**config.mk**
```make
export PLATFORM = sky130hd
export DESIGN_NAME = frame_capture_ctrl
export DESIGN_NICKNAME = d
export VERILOG_FILES = /design/src/rtl/frame_capture_ctrl.sv
export SDC_FILE = /design/constraint.sdc
export NUM_CORES = 1
export LEC_CHECK = 0
export CAP_MARGIN = 20
export CORE_MARGIN = 8
export CORE_UTILIZATION = 47
export CTS_BUF_LIST = sky130_fd_sc_hd__clkbuf_8
export DETAILED_ROUTE_END_ITERATION = 7
export PLACE_DENSITY = 0.78
export SETUP_SLACK_MARGIN = 0.5
export SLEW_MARGIN = 0
export SYNTH_ARGS = -nofsm -noshare
export SYNTH_HDL_FRONTEND = slang
export SYNTH_SLANG_ARGS = --single-unit
```
**constraint.sdc**
```tcl
create_clock -name i_clk -period 2.2 [get_ports i_clk]
set_clock_uncertainty 0.1 [all_clocks]
set_input_delay 0.55 -clock i_clk [delete_from_list [all_inputs] [get_ports i_clk]]
set_output_delay 0.55 -clock i_clk [all_outputs]
set_load 0.005 [all_outputs]
```
**src/rtl/frame_capture_ctrl.sv**
```systemverilog
// frame_capture_ctrl
//   Sequences capture of camera frames into a two-bank (ping-pong) frame
//   buffer feeding the MobileNet datapath. A frame is captured into a free
//   bank after a vsync rise. A completed bank is handed to the consumer with
//   a ready/done handshake. Frames are dropped when no bank is free.
//
// Ports
//   i_clk, i_reset        clock, synchronous active-high reset
//   i_start / i_stop      one-cycle pulses: arm capture / stop after frame
//   i_vsync               camera vertical sync (level, i_clk domain)
//   i_pixelValid, i_pixel pixel stream from the camera reader
//   o_wrEn/Bank/Addr/Data buffer write port (1-cycle latency from pixel)
//   o_frameReady          o_readBank holds a complete frame
//   o_readBank            bank presented to the consumer
//   i_frameDone           consumer releases o_readBank
//   o_busy                controller not idle
//   o_dropCount           dropped/aborted frames, saturating at 255
module frame_capture_ctrl #(
    parameter int IMG_W  = 320,
    parameter int IMG_H  = 240,
    parameter int ADDR_W = 17,
    parameter int DATA_W = 16
) (
    input  logic              i_clk,
    input  logic              i_reset,
    input  logic              i_start,
    input  logic              i_stop,
    input  logic              i_vsync,
    input  logic              i_pixelValid,
    input  logic [DATA_W-1:0] i_pixel,
    output logic              o_wrEn,
    output logic              o_wrBank,
    output logic [ADDR_W-1:0] o_wrAddr,
    output logic [DATA_W-1:0] o_wrData,
    output logic              o_frameReady,
    output logic              o_readBank,
    input  logic              i_frameDone,
    output logic              o_busy,
    output logic [7:0]        o_dropCount
);

    localparam int NPIX  = IMG_W * IMG_H;
    // One extra bit so the counter can park at NPIX once the frame is full.
    localparam int CNT_W = ADDR_W + 1;
    localparam logic [CNT_W-1:0] C_NPIX = CNT_W'(NPIX);
    localparam logic [CNT_W-1:0] C_LAST = CNT_W'(NPIX - 1);

    typedef enum logic [1:0] {IDLE, WAIT_VSYNC, CAPTURE} state_t;

    state_t            r_state;
    logic              r_vsyncD;
    logic              r_wrEn;
    logic              r_wrBank;
    logic [ADDR_W-1:0] r_wrAddr;
    logic [DATA_W-1:0] r_wrData;
    logic              r_frameReady;
    logic              r_readBank;
    logic [7:0]        r_dropCount;
    logic [CNT_W-1:0]  r_cnt;
    logic [1:0]        r_full;
    logic              r_oldest;    // bank that completed first when both are full
    logic              r_stopPend;

    logic       w_vsyncRise;
    logic [1:0] w_presented;
    logic [1:0] w_free;
    logic       w_accept;
    logic       w_complete;
    logic       w_abort;
    logic       w_release;
    logic       w_stop;
    logic [1:0] w_fullNext;

    assign w_vsyncRise = i_vsync & ~r_vsyncD;
    assign w_presented = {r_frameReady & r_readBank, r_frameReady & ~r_readBank};
    assign w_free      = ~r_full & ~w_presented;

    // A vsync rise ends the frame, so a pixel in that cycle is only taken
    // if it is the final one (completion wins over abort).
    assign w_accept   = (r_state == CAPTURE) && i_pixelValid && (r_cnt < C_NPIX) &&
                        (!w_vsyncRise || (r_cnt == C_LAST));
    assign w_complete = w_accept && (r_cnt == C_LAST);
    assign w_abort    = (r_state == CAPTURE) && w_vsyncRise && !w_complete;
    assign w_release  = i_frameDone && r_frameReady;
    assign w_stop     = r_stopPend || i_stop;

    // Completion and release may land in the same cycle; they always refer
    // to different banks since the write bank is never full or presented.
    always_comb begin
        w_fullNext = r_full;
        if (w_complete) w_fullNext[r_wrBank]   = 1'b1;
        if (w_release)  w_fullNext[r_readBank] = 1'b0;
    end

    always_ff @(posedge i_clk) begin
        if (i_reset) begin
            r_state      <= IDLE;
            r_vsyncD     <= 1'b0;
            r_wrEn       <= 1'b0;
            r_wrBank     <= 1'b0;
            r_wrAddr     <= '0;
            r_wrData     <= '0;
            r_frameReady <= 1'b0;
            r_readBank   <= 1'b0;
            r_dropCount  <= '0;
            r_cnt        <= '0;
            r_full       <= '0;
            r_oldest     <= 1'b0;
            r_stopPend   <= 1'b0;
        end else begin
            r_vsyncD <= i_vsync;
            r_wrEn   <= w_accept;
            r_full   <= w_fullNext;

            if (w_accept) begin
                r_wrAddr <= r_cnt[ADDR_W-1:0];
                r_wrData <= i_pixel;
                r_cnt    <= r_cnt + CNT_W'(1);
            end

            // Only becomes oldest if the other bank is not still waiting.
            if (w_complete && !w_fullNext[~r_wrBank])
                r_oldest <= r_wrBank;

            // Presentation looks at the pre-edge full flags, which enforces
            // the one-cycle low gap after a release.
            if (w_release) begin
                r_frameReady <= 1'b0;
            end else if (!r_frameReady && (|r_full)) begin
                r_frameReady <= 1'b1;
                r_readBank   <= (&r_full) ? r_oldest : r_full[1];
            end

            case (r_state)
                IDLE: begin
                    r_stopPend <= 1'b0;
                    if (i_start && !i_stop)
                        r_state <= WAIT_VSYNC;
                end
                WAIT_VSYNC: begin
                    if (i_stop) begin
                        r_state <= IDLE;
                    end else if (w_vsyncRise) begin
                        if (|w_free) begin
                            r_wrBank <= ~w_free[0];   // prefer bank 0
                            r_cnt    <= '0;
                            r_state  <= CAPTURE;
                        end else if (r_dropCount != 8'hFF) begin
                            r_dropCount <= r_dropCount + 8'd1;
                        end
                    end
                end
                CAPTURE: begin
                    if (i_stop)
                        r_stopPend <= 1'b1;
                    if (w_complete) begin
                        r_state <= w_stop ? IDLE : WAIT_VSYNC;
                        if (w_stop) r_stopPend <= 1'b0;
                    end else if (w_abort) begin
                        // Short frame: restart in the same bank.
                        r_cnt <= '0;
                        if (r_dropCount != 8'hFF)
                            r_dropCount <= r_dropCount + 8'd1;
                        if (w_stop) begin
                            r_state    <= IDLE;
                            r_stopPend <= 1'b0;
                        end
                    end
                end
                default: r_state <= IDLE;
            endcase
        end
    end

    assign o_wrEn       = r_wrEn;
    assign o_wrBank     = r_wrBank;
    assign o_wrAddr     = r_wrAddr;
    assign o_wrData     = r_wrData;
    assign o_frameReady = r_frameReady;
    assign o_readBank   = r_readBank;
    assign o_busy       = (r_state != IDLE);
    assign o_dropCount  = r_dropCount;

endmodule

```
=== Yosys cells after proc, flatten, opt, wreduce, memory -nomap -nowiden ===
Cells that the tools add are included.

* Register bits: 70
* Latch bits: 0
* Bits in writable memories: 0
* Memory bits (read-only): 0
* Input port bits: 23
* Output and inout bits: 46
* Word-level logic and storage cells: 118
* Memories kept: 0

* Add/subtract/negate cells: 2
* Multiply operators: 0
* Divide/modulo/power cells: 0
* Magnitude comparators: 6
* Equality and inequality tests: 14
* Shift-type cells: 0
* Mux-type cells: 37
* Bitwise operators: 15
* Reductions and logical operators: 31

{| class="wikitable"
|+ Operator list
! cell !! count
|-
| $mux W18 || 6
|-
| $mux W8 || 6
|-
| $pmux W18 S2 || 1
|-
| $add A18 B1 Y18 const B || 1
|-
| $eq A18 B17 Y1 const B || 1
|-
| $lt A18 B17 Y1 const B || 1
|-
| $mux W2 || 9
|-
| $pmux W8 S2 || 1
|-
| $logic_and A1 B1 Y1 || 12
|-
| $ne A2 B2 Y1 const B || 6
|-
| $ne A3 B3 Y1 const B || 4
|-
| $mux W1 || 10
|-
| $add A8 B1 Y8 const B || 1
|-
| $ne A8 B8 Y1 const B || 1
|-
| $lt A1 B2 Y1 const B || 3
|-
| $not A1 Y1 || 6
|-
| $not A2 Y2 || 3
|-
| $pmux W2 S3 || 1
|-
| $reduce_and A6 Y1 || 1
|-
| $reduce_bool A2 Y1 || 3
|-
| $reduce_or A2 Y1 || 3
|-
| $logic_not A1 Y1 || 5
|-
| $reduce_and A5 Y1 || 1
|-
| $and A2 B2 Y2 || 2
|-
| other kinds (11) || 17
|}

=== Depth between registers and ports, before layout ===
* Depth after elaboration: 13
* Depth in mapped cells: 9
* Mapped depth without buffers: 7

=== Worst setup path after synthesis ===
No wires, ideal clock.

* Path kind: flip-flop to flip-flop
* From: reg r_state[0]
* To: reg r_oldest
* Arrival: 1829 ps
* Data required time: 1997 ps
* Path slack: 168 ps
* Cell stages (with the launch flop): 9
* Period minus slack after synthesis: 2032 ps
* Cell sequence: dfxtp_1 > inv_1 > ha_1 > nand3b_1 > or2_1 > nor3_4 > buf_6 > a21oi_2 > a2111oi_2

* Cells in the longest elaborated chain, start to end: 12

{| class="wikitable"
|+ Ends and longest elaborated chain
! what !! RTL line !! text
|-
| start, declared || 50 || <nowiki>state_t r_state;</nowiki>
|-
| start signal, assigned || 157 || <nowiki>r_state <= w_stop ? IDLE : WAIT_VSYNC;</nowiki>
|-
| $eq A2 B2 Y1 (*) || 80 || <nowiki>assign w_accept = (r_state == CAPTURE) && i_pixelValid && (r_cnt < C_NPIX) &&</nowiki>
|-
| $logic_and A1 B1 Y1 (*) (3 in a row) || 80 ||
|-
| $logic_and A1 B1 Y1 (*) || 82 || <nowiki>assign w_complete = w_accept && (r_cnt == C_LAST);</nowiki>
|-
| $mux W2 || 91 || <nowiki>if (w_complete) w_fullNext[r_wrBank] = 1'b1;</nowiki>
|-
| $and A2 B2 Y2 (no source line) || -- ||
|-
| $mux W2 || 92 || <nowiki>if (w_release) w_fullNext[r_readBank] = 1'b0;</nowiki>
|-
| $mux W1 (not written as such) (2 in a row) || 122 || <nowiki>if (w_complete && !w_fullNext[~r_wrBank])</nowiki>
|-
| $logic_not A1 Y1 || 122 ||
|-
| $logic_and A1 B1 Y1 (*) || 122 ||
|-
| end signal, assigned || 123 || <nowiki>r_oldest <= r_wrBank;</nowiki>
|-
| end, declared || 61 || <nowiki>logic r_oldest;</nowiki>
|}

Every way passes the cells marked *; elsewhere a longest branch is shown, timed or not. The select of a mux whose other input is x is not followed.
A chain may end at the register's enable or synchronous reset.

=== Worst setup path in the final report ===
* From: reg r_state[1]
* To: reg r_dropCount[2], in the netlist o_dropCount[2]

* Cells in the longest elaborated chain, start to end: 9
* Elaborated cells between the ends (all ways): 17

{| class="wikitable"
|+ Ends and longest elaborated chain
! what !! RTL line !! text
|-
| $eq A2 B2 Y1 || 80, 83, 134 ||
|-
| $logic_and A1 B1 Y1 (3 in a row) || 80 ||
|-
| $logic_and A1 B1 Y1 || 82 ||
|-
| $logic_not A1 Y1 || 83 || <nowiki>assign w_abort = (r_state == CAPTURE) && w_vsyncRise && !w_complete;</nowiki>
|-
| $logic_and A1 B1 Y1 || 83 ||
|-
| $ne A2 B2 Y1 (no source line) || -- ||
|-
| $reduce_and A6 Y1 (no source line) || -- ||
|-
| end signal, assigned || 149 || <nowiki>r_dropCount <= r_dropCount + 8'd1;</nowiki>
|-
| end signal, assigned || 163 || <nowiki>r_dropCount <= r_dropCount + 8'd1;</nowiki>
|-
| end, declared || 58 || <nowiki>logic [7:0] r_dropCount;</nowiki>
|}

Several ways; a longest one is shown, not always the timed one.

==> summary.md <==
## Global route
* 3186 — vias in the first global route
* 14900 um — first-pass GRT wire length
* 18.3% — all-layer global routing usage
* 0 — Congestion Overflow GR
* 43 — largest net degree at the start of global routing
* 0 — initial antenna violation count

## Floorplan
* 98.3 um — die height
* 30 — row cnt
* 0.00966 mm2 — full die area
* 98.3 um — die width
* 0.00668 mm2 — core region area
* 47.7% — initial core utilization
* 69 — number of I/O pins

## Cells and area
* 63.4% — Area Overhead vs Synth
* 0 — Diodes inserted
* 581 — Cell Count, Final, Fillers Out
* nand2_1 — most frequent standard cell in the layout excluding fill and tap cells
* 77.9% — Final Util
* 41.9% — proportion of layout cells with a drive suffix above 1
* nand2_1, dfxtp_1, dlygate4sd2_1, a21oi_2, buf_4 — leading cell types in the layout, fill and taps excluded
* 526 — final net count

## Critical path
* 2.27 ns — arrival time of the worst setup path
* 7 — Crit Path Max Fanout
* flip-flop to flip-flop — start-to-end type of the worst setup path
* r_state[1] — launching element of the worst setup path
* r_state[1] — reg-to-reg startpoint
* 0.10 ns — reg2reg setup slack
* o_dropCount[2] — end point of the critical path
* 9 — worst-case reg-to-reg path depth
* o_dropCount[2] — terminus of the critical flop-to-flop path
* flip-flop — type of element capturing the critical path
* 2.37 ns — worst path required time
* flip-flop — startpoint kind of the worst setup timing path

## Detailed routing
* 4 — Detailed Routing Iterations Pass 1
* 17.6 um — routed wire length per instance
* 10200 um — Routed Wire Length
* 5.71 — vias per cell
* 214 — detailed router's first-iteration violation count
* 0 — residual antenna-violating net count after detailed routing
* 3316 — Vias
* 0 — # DRC

## Yosys
* 44.0% — sequential cell area fraction in the yosys report
* dfxtp_1 — Post-synth top flop
* 70 — register bit count reported by yosys
* 8.34 um2 — synthesized area divided by synthesized cell count
* 382 — number of instances in the synthesized netlist
* 0 — warning count from the yosys run
* 411 — syn_nets
* 57 — library cells used by synthesis
* 0% — asr flop ratio synth
* 0 — count of flip-flops with a built-in enable after synthesis
* 0.00318 mm2 — Mapped Area

## Clocking
* 9 — cts bufs inserted
* 0 — Hold Buf Count CTS
* clkbuf_8 — Clock Root Buffer
* built — CTS tree
* 0.35 ns — Clock Latency Late Sink
* 2 — Clock Path Buffers
* 70 — number of sinks driven by the clock tree
* 0.07 ns — clock-pin slew reported for the worst setup and hold paths after clock tree synthesis
* 3 — H-tree depth

## STA
* 59.0% — Worst slew margin
* 0.359 ns — hold slack final
* 0.616 ns — transition at the pin with the smallest max-transition slack
* 0 — Final Hold Viols
* 0 — final setup violation count
* 95.3% — period utilisation layout
* 0 — final number of max-transition violations
* 477 MHz — f_max
* 2.10 ns — final critical-path required period
* yes — RSZ-0062 raised after global routing
* 0 ns — sum of negative setup slack

## Job
* 0 — count of max-cap constraint violations

## Placement
* 68 — number of buffers added on ports
* 0.817 — routability cong.
* 5610 um — half-perimeter wire length of the detailed placement result
* 528 — dpl cells

## Pwr
* 0.00218 uW — P_leak
* 572 mW/mm2 — power per cell area
* 0.000372 V — Peak supply drop

## Worst hold path
* flip-flop to flip-flop — worst min-delay path class

## Run status
* complete, no violations — result of the run

==> critical path: stages (launching register included) <==
cell      delay (ns)
dfxtp_4         0.35
buf_6           0.12
ha_4            0.16
nand3b_1        0.15
or2_4           0.18
nor3_4          0.06
buf_12          0.15
buf_4           0.14
or4_4           0.48
a21oi_2         0.14
==> cells in the mapped netlist, types with 4 or more instances <==
cell	count	area (um2)
nand3_1	9	45.0
ha_1	6	75.1
o21ai_0	16	80.1
a21oi_1	59	295
o211ai_1	5	37.5
buf_2	11	55.1
and4_1	4	35.0
or3_1	13	81.3
nor2_1	14	52.6
nor2b_1	6	37.5
nand2_1	80	300
or4_1	7	52.6
dfxtp_1	70	1400
clkbuf_1	5	18.8
o31ai_1	8	60.1
nand4_1	6	37.5
inv_1	10	37.5
==> state kept, by name, indices dropped and copies added (netlist names) <==
signal and count:
r_cnt 18, o_wrAddr 17, o_wrData 16, o_dropCount 8, r_full 2, r_state 2
o_frameReady 1, o_readBank 1, o_wrBank 1, o_wrEn 1, r_oldest 1, r_stopPend 1
r_vsyncD 1
==> per-stage QoR <==
step                      setup WS, ns  area, um2  total power, uW
after floorplan                  0.216       3330             1570
after global placement          -0.262       4090             1720
after detailed placement        -0.325       4090             1730
after CTS                        0.160       4650             2830
after global routing            0.0601       5200             3110
final                            0.104       5200             2980
==> worst min-delay path by stage <==
stage / from / endpoint / depth (start not counted)
2_1_floorplan: r_cnt[17] / r_cnt[17] / 2
3_3_place_gp: o_wrData[6] / o_wrData[6] / 2
3_5_place_dp: o_wrData[0] / o_wrData[0] / 2
4_1_cts: o_wrData[0] / o_wrData[0] / 2
5_1_grt: o_wrAddr[14] / o_wrAddr[14] / 2
6_report: o_wrAddr[9] / o_wrAddr[9] / 2
==> power breakdown <==
group / internal (uW) / total [uW] / leakage [uW] / switching (uW)
Combinational: 324 / 622 / 0.00150 / 298
Sequential: 1280 / 1310 / 0.000578 / 27.9
Clock: 551 / 1040 / 0.000103 / 493
==> cell families after synthesis <==
kind of cell,share of synthesized area [%]
buffers and inverters,5.03
AOI/OAI and AO/OA,19.6
xor gates and xnor gates,0.550
muxes,1.49
DFF,44.0
and+or+nand+nor,27.0
adders and majority gates,2.36
==> metal layers <==
| layer | share of wire [%] | vias to the layer above | wire, um | GRT usage (%) |
|---|---|---|---|---|
| met4 | 0.96 | 0 | 98 | 6.26 |
| met2 | 52 | 99 | 5260 | 30.1 |
| li1 | - | 1599 | - | - |
| met1 | 42 | 1605 | 4270 | 22.1 |
| met3 | 5.7 | 13 | 580 | 5.69 |
| met5 | 0 | - | 0 | 0 |
==> cell type report <==
class / count / area (um2)
inverter: 10 / 40.0
tap: 80 / 100
sequential: 70 / 1450
fill: 423 / 1480
clock buffer: 10 / 138
clock inverter: 5 / 58.8
multi-input combinational: 282 / 2170
timing repair buffer: 124 / 1240
==> timing repair <==
action	in CTS	in global routing
pin swaps	17	70
resized for setup	93	124
cloned	4	1
setup buffers	21	12
endpoints found under the setup margin	113	71
No activity file was read; power rests on OpenSTA's default activity.
